<file path="config.mk">
export PLATFORM = sky130hd
export DESIGN_NAME = mmu_req_arbiter
export DESIGN_NICKNAME = d
export VERILOG_FILES = /design/src/rtl/mmu_req_arbiter_pkg.sv /design/src/rtl/mmu_req_arbiter_rr.sv /design/src/rtl/mmu_req_arbiter.sv
export SDC_FILE = /design/constraint.sdc
export NUM_CORES = 1
export LEC_CHECK = 0
export ABC_AREA = 1
export BUFFER_PORTS_ARGS = -buffer_cell sky130_fd_sc_hd__buf_2
export CAP_MARGIN = 20
export CORE_UTILIZATION = 35
export DETAILED_ROUTE_END_ITERATION = 7
export PLACE_DENSITY_LB_ADDON = 0.15
export SLEW_MARGIN = 25
export SYNTH_ARGS = -nofsm -noshare
export SYNTH_HDL_FRONTEND = slang
export SYNTH_HIERARCHICAL = 1
export SYNTH_SLANG_ARGS = --single-unit
export TNS_END_PERCENT = 5
</file>
<file path="constraint.sdc">
create_clock -name i_clk -period 5.5 [get_ports i_clk]
set_clock_uncertainty 0.2 [all_clocks]
set_input_delay 0.275 -clock i_clk [delete_from_list [all_inputs] [get_ports i_clk]]
set_output_delay 0.275 -clock i_clk [all_outputs]
set_load 0.01 [all_outputs]
</file>
<file path="src/rtl/mmu_req_arbiter_pkg.sv">
// Shared MMU command/error codes, arbiter state encodings and the latched
// command record used between the CPU-side clients and the MMU.
// No logic here; constants, types and one decode helper only.
package mmu_req_arbiter_pkg;

  // MMU command codes
  localparam logic [3:0] MMU_NOP   = 4'h0;
  localparam logic [3:0] MMU_READ  = 4'h1;
  localparam logic [3:0] MMU_WRITE = 4'h2;
  localparam logic [3:0] MMU_SPAG  = 4'h3;  // set paging enable
  localparam logic [3:0] MMU_PDIR  = 4'h4;  // set page directory base

  // MMU error codes
  localparam logic [3:0] MMU_NOERR   = 4'h0;
  localparam logic [3:0] MMU_FRPAGE  = 4'h1;  // read fault (page not present)
  localparam logic [3:0] MMU_FWPAGE  = 4'h2;  // write fault (page read-only)
  localparam logic [3:0] MMU_FUPAGE  = 4'h3;  // user access to supervisor page
  localparam logic [3:0] MMU_PRIVERR = 4'hD;  // privileged command from user mode
  localparam logic [3:0] MMU_TMOUT   = 4'hE;  // MMU never answered

  typedef enum logic [1:0] {
    ARB_IDLE   = 2'd0,
    ARB_BUSY   = 2'd1,
    ARB_REJECT = 2'd2,
    ARB_DRAIN  = 2'd3
  } arb_state_t;

  // One client's request as latched onto the MMU command port
  typedef struct packed {
    logic [3:0]  cmd;
    logic [31:0] vaddr;
    logic [31:0] data;
    logic [1:0]  size;
    logic        user;
  } mmu_cmd_t;

  // Commands that change translation state may only come from kernel mode
  function automatic logic is_priv_cmd(input logic [3:0] cmd);
    return (cmd == MMU_SPAG) || (cmd == MMU_PDIR);
  endfunction

endpackage

</file>
<file path="src/rtl/mmu_req_arbiter_rr.sv">
// 2-way round-robin picker: on contention the client that did not win last
// time is chosen; a lone requester always wins. Combinational, no state.
// Ports: req[1:0] request vector, last previous winner, grant chosen index.
module rr_arb2 (
  input  logic [1:0] req,
  input  logic       last,
  output logic       grant
);

  // With no request the output is a don't-care; it falls to client 0.
  always_comb begin
    grant = 1'b0;
    if (req == 2'b11) grant = ~last;
    else              grant = req[1];
  end

endmodule

</file>
<file path="src/rtl/mmu_req_arbiter.sv">
// Arbitrates instruction-fetch (client 0) and load/store (client 1) onto the
// MMU command port, holding the granted command until the MMU answers.
// Latency grant->done: MMU time + 1 (reject 1 cycle, timeout TIMEOUT cycles).
// Backpressure: losing/new requests wait in IDLE; no grant while BUSY/REJECT/DRAIN.
// Ports: i_reqN/i_cmdN/i_vaddrN/i_wdataN/i_sizeN/i_userN client requests,
//        o_doneN/o_rdataN/o_errN client results, o_mmu_* latched MMU command,
//        i_mmu_data/i_mmu_valid/i_mmu_error MMU response.
module mmu_req_arbiter
  import mmu_req_arbiter_pkg::*;
#(
  parameter int TIMEOUT = 64,
  parameter int TCW     = 7
) (
  input  logic        i_clk,
  input  logic        i_rst_n,

  input  logic        i_req0,
  input  logic [3:0]  i_cmd0,
  input  logic [31:0] i_vaddr0,
  input  logic [31:0] i_wdata0,
  input  logic [1:0]  i_size0,
  input  logic        i_user0,
  output logic        o_done0,
  output logic [31:0] o_rdata0,
  output logic [3:0]  o_err0,

  input  logic        i_req1,
  input  logic [3:0]  i_cmd1,
  input  logic [31:0] i_vaddr1,
  input  logic [31:0] i_wdata1,
  input  logic [1:0]  i_size1,
  input  logic        i_user1,
  output logic        o_done1,
  output logic [31:0] o_rdata1,
  output logic [3:0]  o_err1,

  output logic [31:0] o_mmu_vaddr,
  output logic [31:0] o_mmu_data,
  output logic [1:0]  o_mmu_size,
  output logic [3:0]  o_mmu_cmd,
  output logic        o_mmu_user,
  output logic        o_mmu_valid,
  input  logic [31:0] i_mmu_data,
  input  logic        i_mmu_valid,
  input  logic [3:0]  i_mmu_error
);

  arb_state_t     state, state_d;
  mmu_cmd_t       req_c0, req_c1, req_sel, cmd_q;
  logic           gsel;
  logic           owner;
  logic           last_grant;
  logic [TCW-1:0] cnt;

  logic           do_grant;
  logic           do_finish;
  logic           cnt_inc;
  logic           mmu_valid;
  logic [31:0]    fin_rdata;
  logic [3:0]     fin_err;

  assign req_c0 = '{cmd: i_cmd0, vaddr: i_vaddr0, data: i_wdata0, size: i_size0, user: i_user0};
  assign req_c1 = '{cmd: i_cmd1, vaddr: i_vaddr1, data: i_wdata1, size: i_size1, user: i_user1};

  rr_arb2 u_rr (
    .req   ({i_req1, i_req0}),
    .last  (last_grant),
    .grant (gsel)
  );

  assign req_sel = gsel ? req_c1 : req_c0;

  always_ff @(posedge i_clk or negedge i_rst_n) begin
    if (!i_rst_n) state <= ARB_IDLE;
    else          state <= state_d;
  end

  always_comb begin
    state_d   = state;
    do_grant  = 1'b0;
    do_finish = 1'b0;
    cnt_inc   = 1'b0;
    mmu_valid = 1'b0;
    fin_rdata = '0;
    fin_err   = MMU_NOERR;
    case (state)
      ARB_IDLE: begin
        if (i_req0 || i_req1) begin
          do_grant = 1'b1;
          state_d  = (req_sel.user && is_priv_cmd(req_sel.cmd)) ? ARB_REJECT : ARB_BUSY;
        end
      end
      ARB_BUSY: begin
        // Drop valid in the response cycle so the MMU does not re-accept
        // the same command when it returns to its receive state.
        mmu_valid = !i_mmu_valid;
        cnt_inc   = 1'b1;
        if (i_mmu_valid) begin
          do_finish = 1'b1;
          fin_rdata = i_mmu_data;
          fin_err   = i_mmu_error;
          state_d   = ARB_IDLE;
        end else if (cnt == TCW'(TIMEOUT - 1)) begin
          do_finish = 1'b1;
          fin_err   = MMU_TMOUT;
          state_d   = ARB_DRAIN;
        end
      end
      ARB_REJECT: begin
        do_finish = 1'b1;
        fin_err   = MMU_PRIVERR;
        state_d   = ARB_IDLE;
      end
      ARB_DRAIN: begin
        // The MMU still owes us a response; swallow it before re-arbitrating.
        if (i_mmu_valid) state_d = ARB_IDLE;
      end
      default: state_d = ARB_IDLE;
    endcase
  end

  assign o_mmu_valid = mmu_valid;

  always_ff @(posedge i_clk or negedge i_rst_n) begin
    if (!i_rst_n) begin
      cmd_q      <= '0;
      owner      <= 1'b0;
      last_grant <= 1'b1;  // client 0 wins the first contention
      cnt        <= '0;
      o_done0    <= 1'b0;
      o_rdata0   <= '0;
      o_err0     <= '0;
      o_done1    <= 1'b0;
      o_rdata1   <= '0;
      o_err1     <= '0;
    end else begin
      o_done0 <= 1'b0;
      o_done1 <= 1'b0;
      if (do_grant) begin
        cmd_q      <= req_sel;
        owner      <= gsel;
        last_grant <= gsel;
        cnt        <= '0;
      end else if (cnt_inc) begin
        cnt <= cnt + TCW'(1);
      end
      if (do_finish) begin
        if (owner) begin
          o_done1  <= 1'b1;
          o_rdata1 <= fin_rdata;
          o_err1   <= fin_err;
        end else begin
          o_done0  <= 1'b1;
          o_rdata0 <= fin_rdata;
          o_err0   <= fin_err;
        end
      end
    end
  end

  assign o_mmu_vaddr = cmd_q.vaddr;
  assign o_mmu_data  = cmd_q.data;
  assign o_mmu_size  = cmd_q.size;
  assign o_mmu_cmd   = cmd_q.cmd;
  assign o_mmu_user  = cmd_q.user;

endmodule

</file>
==> results.sh <==
export IMPL_run_status="complete, no violations"
export IMPL_initial_antenna_violation_count=0
export IMPL_post_cts_repair_setup_buffers=0
export IMPL_cp_cell_sequence="inv_1 -> ha_1 -> o21ai_2 -> inv_4 -> buf_4 -> nor2_1 -> a31oi_1 -> dlygate4sd3_1"
export IMPL_critical_path_slowest_cell="inv_4"
export IMPL_die_h_um=145
export IMPL_grt_pass1_wl_um=35900
export IMPL_drc=0
export IMPL_avgRoutedWirePerCell_um=14.4
export IMPL_gr_total_overflow=0
export IMPL_unrepaired_setup_endpoints_after_global_routing="false"
export IMPL_clkTransAtPathRegs_ns=0.07
export IMPL_routed_via_count=7463
export IMPL_number_of_synthesized_register_bits=156
export IMPL_globalplace_congestion=0.813
export IMPL_grt_max_degree=81
export IMPL_finalHoldWorstSlack_ns=0.0194
export IMPL_timing_final_max_slew_violations=0
export IMPL_reg2reg_from="state[0]"
export IMPL_area_growth_syn_to_layout_pct=56.1
export IMPL_number_of_endpoints_failing_setup_at_the_final_stage=0
export IMPL_max_clock_freq_ghz=0.301
export IMPL_worstMarginPinSlew_ns=0.924
export IMPL_final_hold_violation_count=0
export IMPL_total_number_of_h_tree_levels=4
export IMPL_library_cells_used_by_synthesis=23
export IMPL_nFillCells=1816
export IMPL_detailedRoute_firstPassIterationCount=5
export IMPL_totalNegativeSetupSlack_ns=0
export IMPL_syn_cell_area_mm2=0.00713
export IMPL_number_of_cts_inserted_buffers=17
export IMPL_ant_diodes=0
export IMPL_die_area_mm2=0.0210
export IMPL_timing_slew_headroom_pct=38.4
export IMPL_most_common_cell_after_layout_fill_and_taps_aside="nand2_1"
export IMPL_viasPerCell=4.57
export IMPL_post_synthesis_sequential_area_ratio_pct=54.8
export IMPL_design_power_total_mw=5.75
export IMPL_std_cell_rows=51
export IMPL_syn_inst=889
export IMPL_numPortBuffers=328
export IMPL_worstPathArrival_ns=3.48
export IMPL_timing_hold_worst_start="i_mmu_data[25]"
export IMPL_crit_path_start_kind="flop"
export IMPL_cell_pwr_density_mw_per_mm2=516
export IMPL_critical_path_class="reg2reg"
export IMPL_final_net_count=1543
export IMPL_cts_sinks=156
export IMPL_max_cap_viol_count=0
export IMPL_critPathCaptureType="flop"
export IMPL_track_usage_pct=22.4
export IMPL_synthesis_nets=1077
export IMPL_crit_fanout=80
export IMPL_layoutNonFillerInstCount=1633
export IMPL_hold_class="in2reg"
export IMPL_cts_root_buffer_cell="clkbuf_16"
export IMPL_first_global_vias=7216
export IMPL_clock_insertion_delay_worst_skew_ns=0.42
export IMPL_dp_cells=1433
export IMPL_post_route_period_util_pct=60.4
export IMPL_detailedPlacementHpwl_um=15300
export IMPL_cts_tree="built"
export IMPL_layout_drive_gt1_share_pct=27.6
export IMPL_vdd_drop_max_v=0.000240
export IMPL_crit_path_launch="state[0]"
export IMPL_number_of_hold_buffers_added_after_cts=168
export IMPL_antenna_violation_net_count_after_detailed_routing=0
export IMPL_drt_first_iter_violations=304
export IMPL_routed_wirelength_um=23500
export IMPL_die_w_um=145
export IMPL_design_core_area_mm2=0.0197
export IMPL_yosys_warnings=6
export IMPL_post_cts_resized=0
export IMPL_clock_tree_buffer_depth=2
export IMPL_start_util_pct=36.2
export IMPL_syn_area_per_cell_um2=8.02
export IMPL_static_leakage_power_nw=6.00
export IMPL_ioPinCount=329
export IMPL_top_library_cells_by_usage_in_the_layout_fill_and_taps_aside="328 x nand2_1, 327 x buf_2, 168 x dlygate4sd3_1"
export IMPL_min_period_ns=3.32
export IMPL_timing_critical_path_required_ns=5.66
export IMPL_worst_path_largest_cell_delay_ns=0.60
-- layout make-up --
| cell class | count | area (um^2) | share of cell area (%) |
|---|---|---|---|
| Clock buffer | 17 | 425 | 3.82 |
| Clock inverter | 15 | 151 | 1.36 |
| Inverter | 58 | 220 | 1.98 |
| Multi-Input combinational cell | 618 | 2710 | 24.4 |
| Sequential cell | 156 | 3910 | 35.1 |
| Tap cell | 265 | 332 | 2.98 |
| Timing Repair Buffer | 504 | 3390 | 30.4 |
-- where the power goes --
part	internal, mW	switching [mW]
Sequential	1.67	0.272
Combinational	1.18	1.46
Clock	0.640	0.531
Total	3.49	2.26
-- per-layer routing --
metal,part of all wire [%],global-route usage [%],vias to the layer above
met4,2.6,8.48,0
met5,0,0,-
li1,-,-,3760
met1,42,27.0,3392
met2,49,38.8,273
met3,6.2,5.20,38
-- worst paths after layout --
kind                                  end  slack, ns  cells after the start
setup / recovery           o_mmu_vaddr[4]       2.18                      8
min in group asynchronous    o_rdata1[31]       0.16                      2
hold reg to reg              o_rdata1[20]       0.27                      2
setup reg to reg           o_mmu_vaddr[4]       2.18                      8
max in group asynchronous  o_mmu_vaddr[0]       3.65                      3
hold / removal               o_rdata1[25]       0.02                      5
-- stage by stage --
| stage | setup slack [ns] | area, um^2 | util, % |
|---|---|---|---|
| after global placement | 2.73 | 8880 | 45.0 |
| final | 2.18 | 11100 | 56.5 |
| after CTS | 2.20 | 11100 | 56.5 |
| after floorplan | 3.78 | 7130 | - |
| after global routing | 1.91 | 11100 | 56.5 |
| after detailed placement | 2.74 | 8880 | 45.0 |
-- critical path: cells and delay by family, from the launching register on --
| family | cells | cell delay, ns |
|---|---|---|
| flip-flops | 1 | 0.42 |
| AND/OR/NAND/NOR | 1 | 0.09 |
| AO/OA/AOI/OAI | 2 | 0.39 |
| adder cells (fa/ha/maj) | 1 | 0.24 |
| buffers and inverters | 4 | 1.87 |
-- state kept, by name, indices dropped and copies added, names as in the netlist, 4 cells and up --
signal       cells
o_mmu_data      32
o_mmu_cmd        4
o_rdata1        32
o_err0           4
o_rdata0        32
cnt              7
o_mmu_vaddr     32
o_err1           4
-- synth_stat cells, drive strengths merged --
library cell	instances	share of area, %
or2	1	0.088
ha	5	0.88
o211ai	2	0.21
nor3b	1	0.11
inv	58	3.1
dfstp	1	0.37
a31oi	68	6.0
nor2	109	5.7
clkbuf	25	1.3
buf	32	2.9
o21ai	11	0.82
nand3	77	5.4
a21oi	7	0.54
nor3	5	0.35
nand2	332	18
dfrtp	155	54
-- kinds of logic after synthesis --
| kind of cell | count (synthesis) | synth area share (%) |
|---|---|---|
| AO/OA/AOI/OAI | 88 | 7.54 |
| flip-flops | 156 | 54.8 |
| buffers and inverters | 115 | 7.32 |
| adder cells (fa/ha/maj) | 5 | 0.877 |
| AND/OR/NAND/NOR | 525 | 29.5 |
Power figures use the tool's default switching activity.
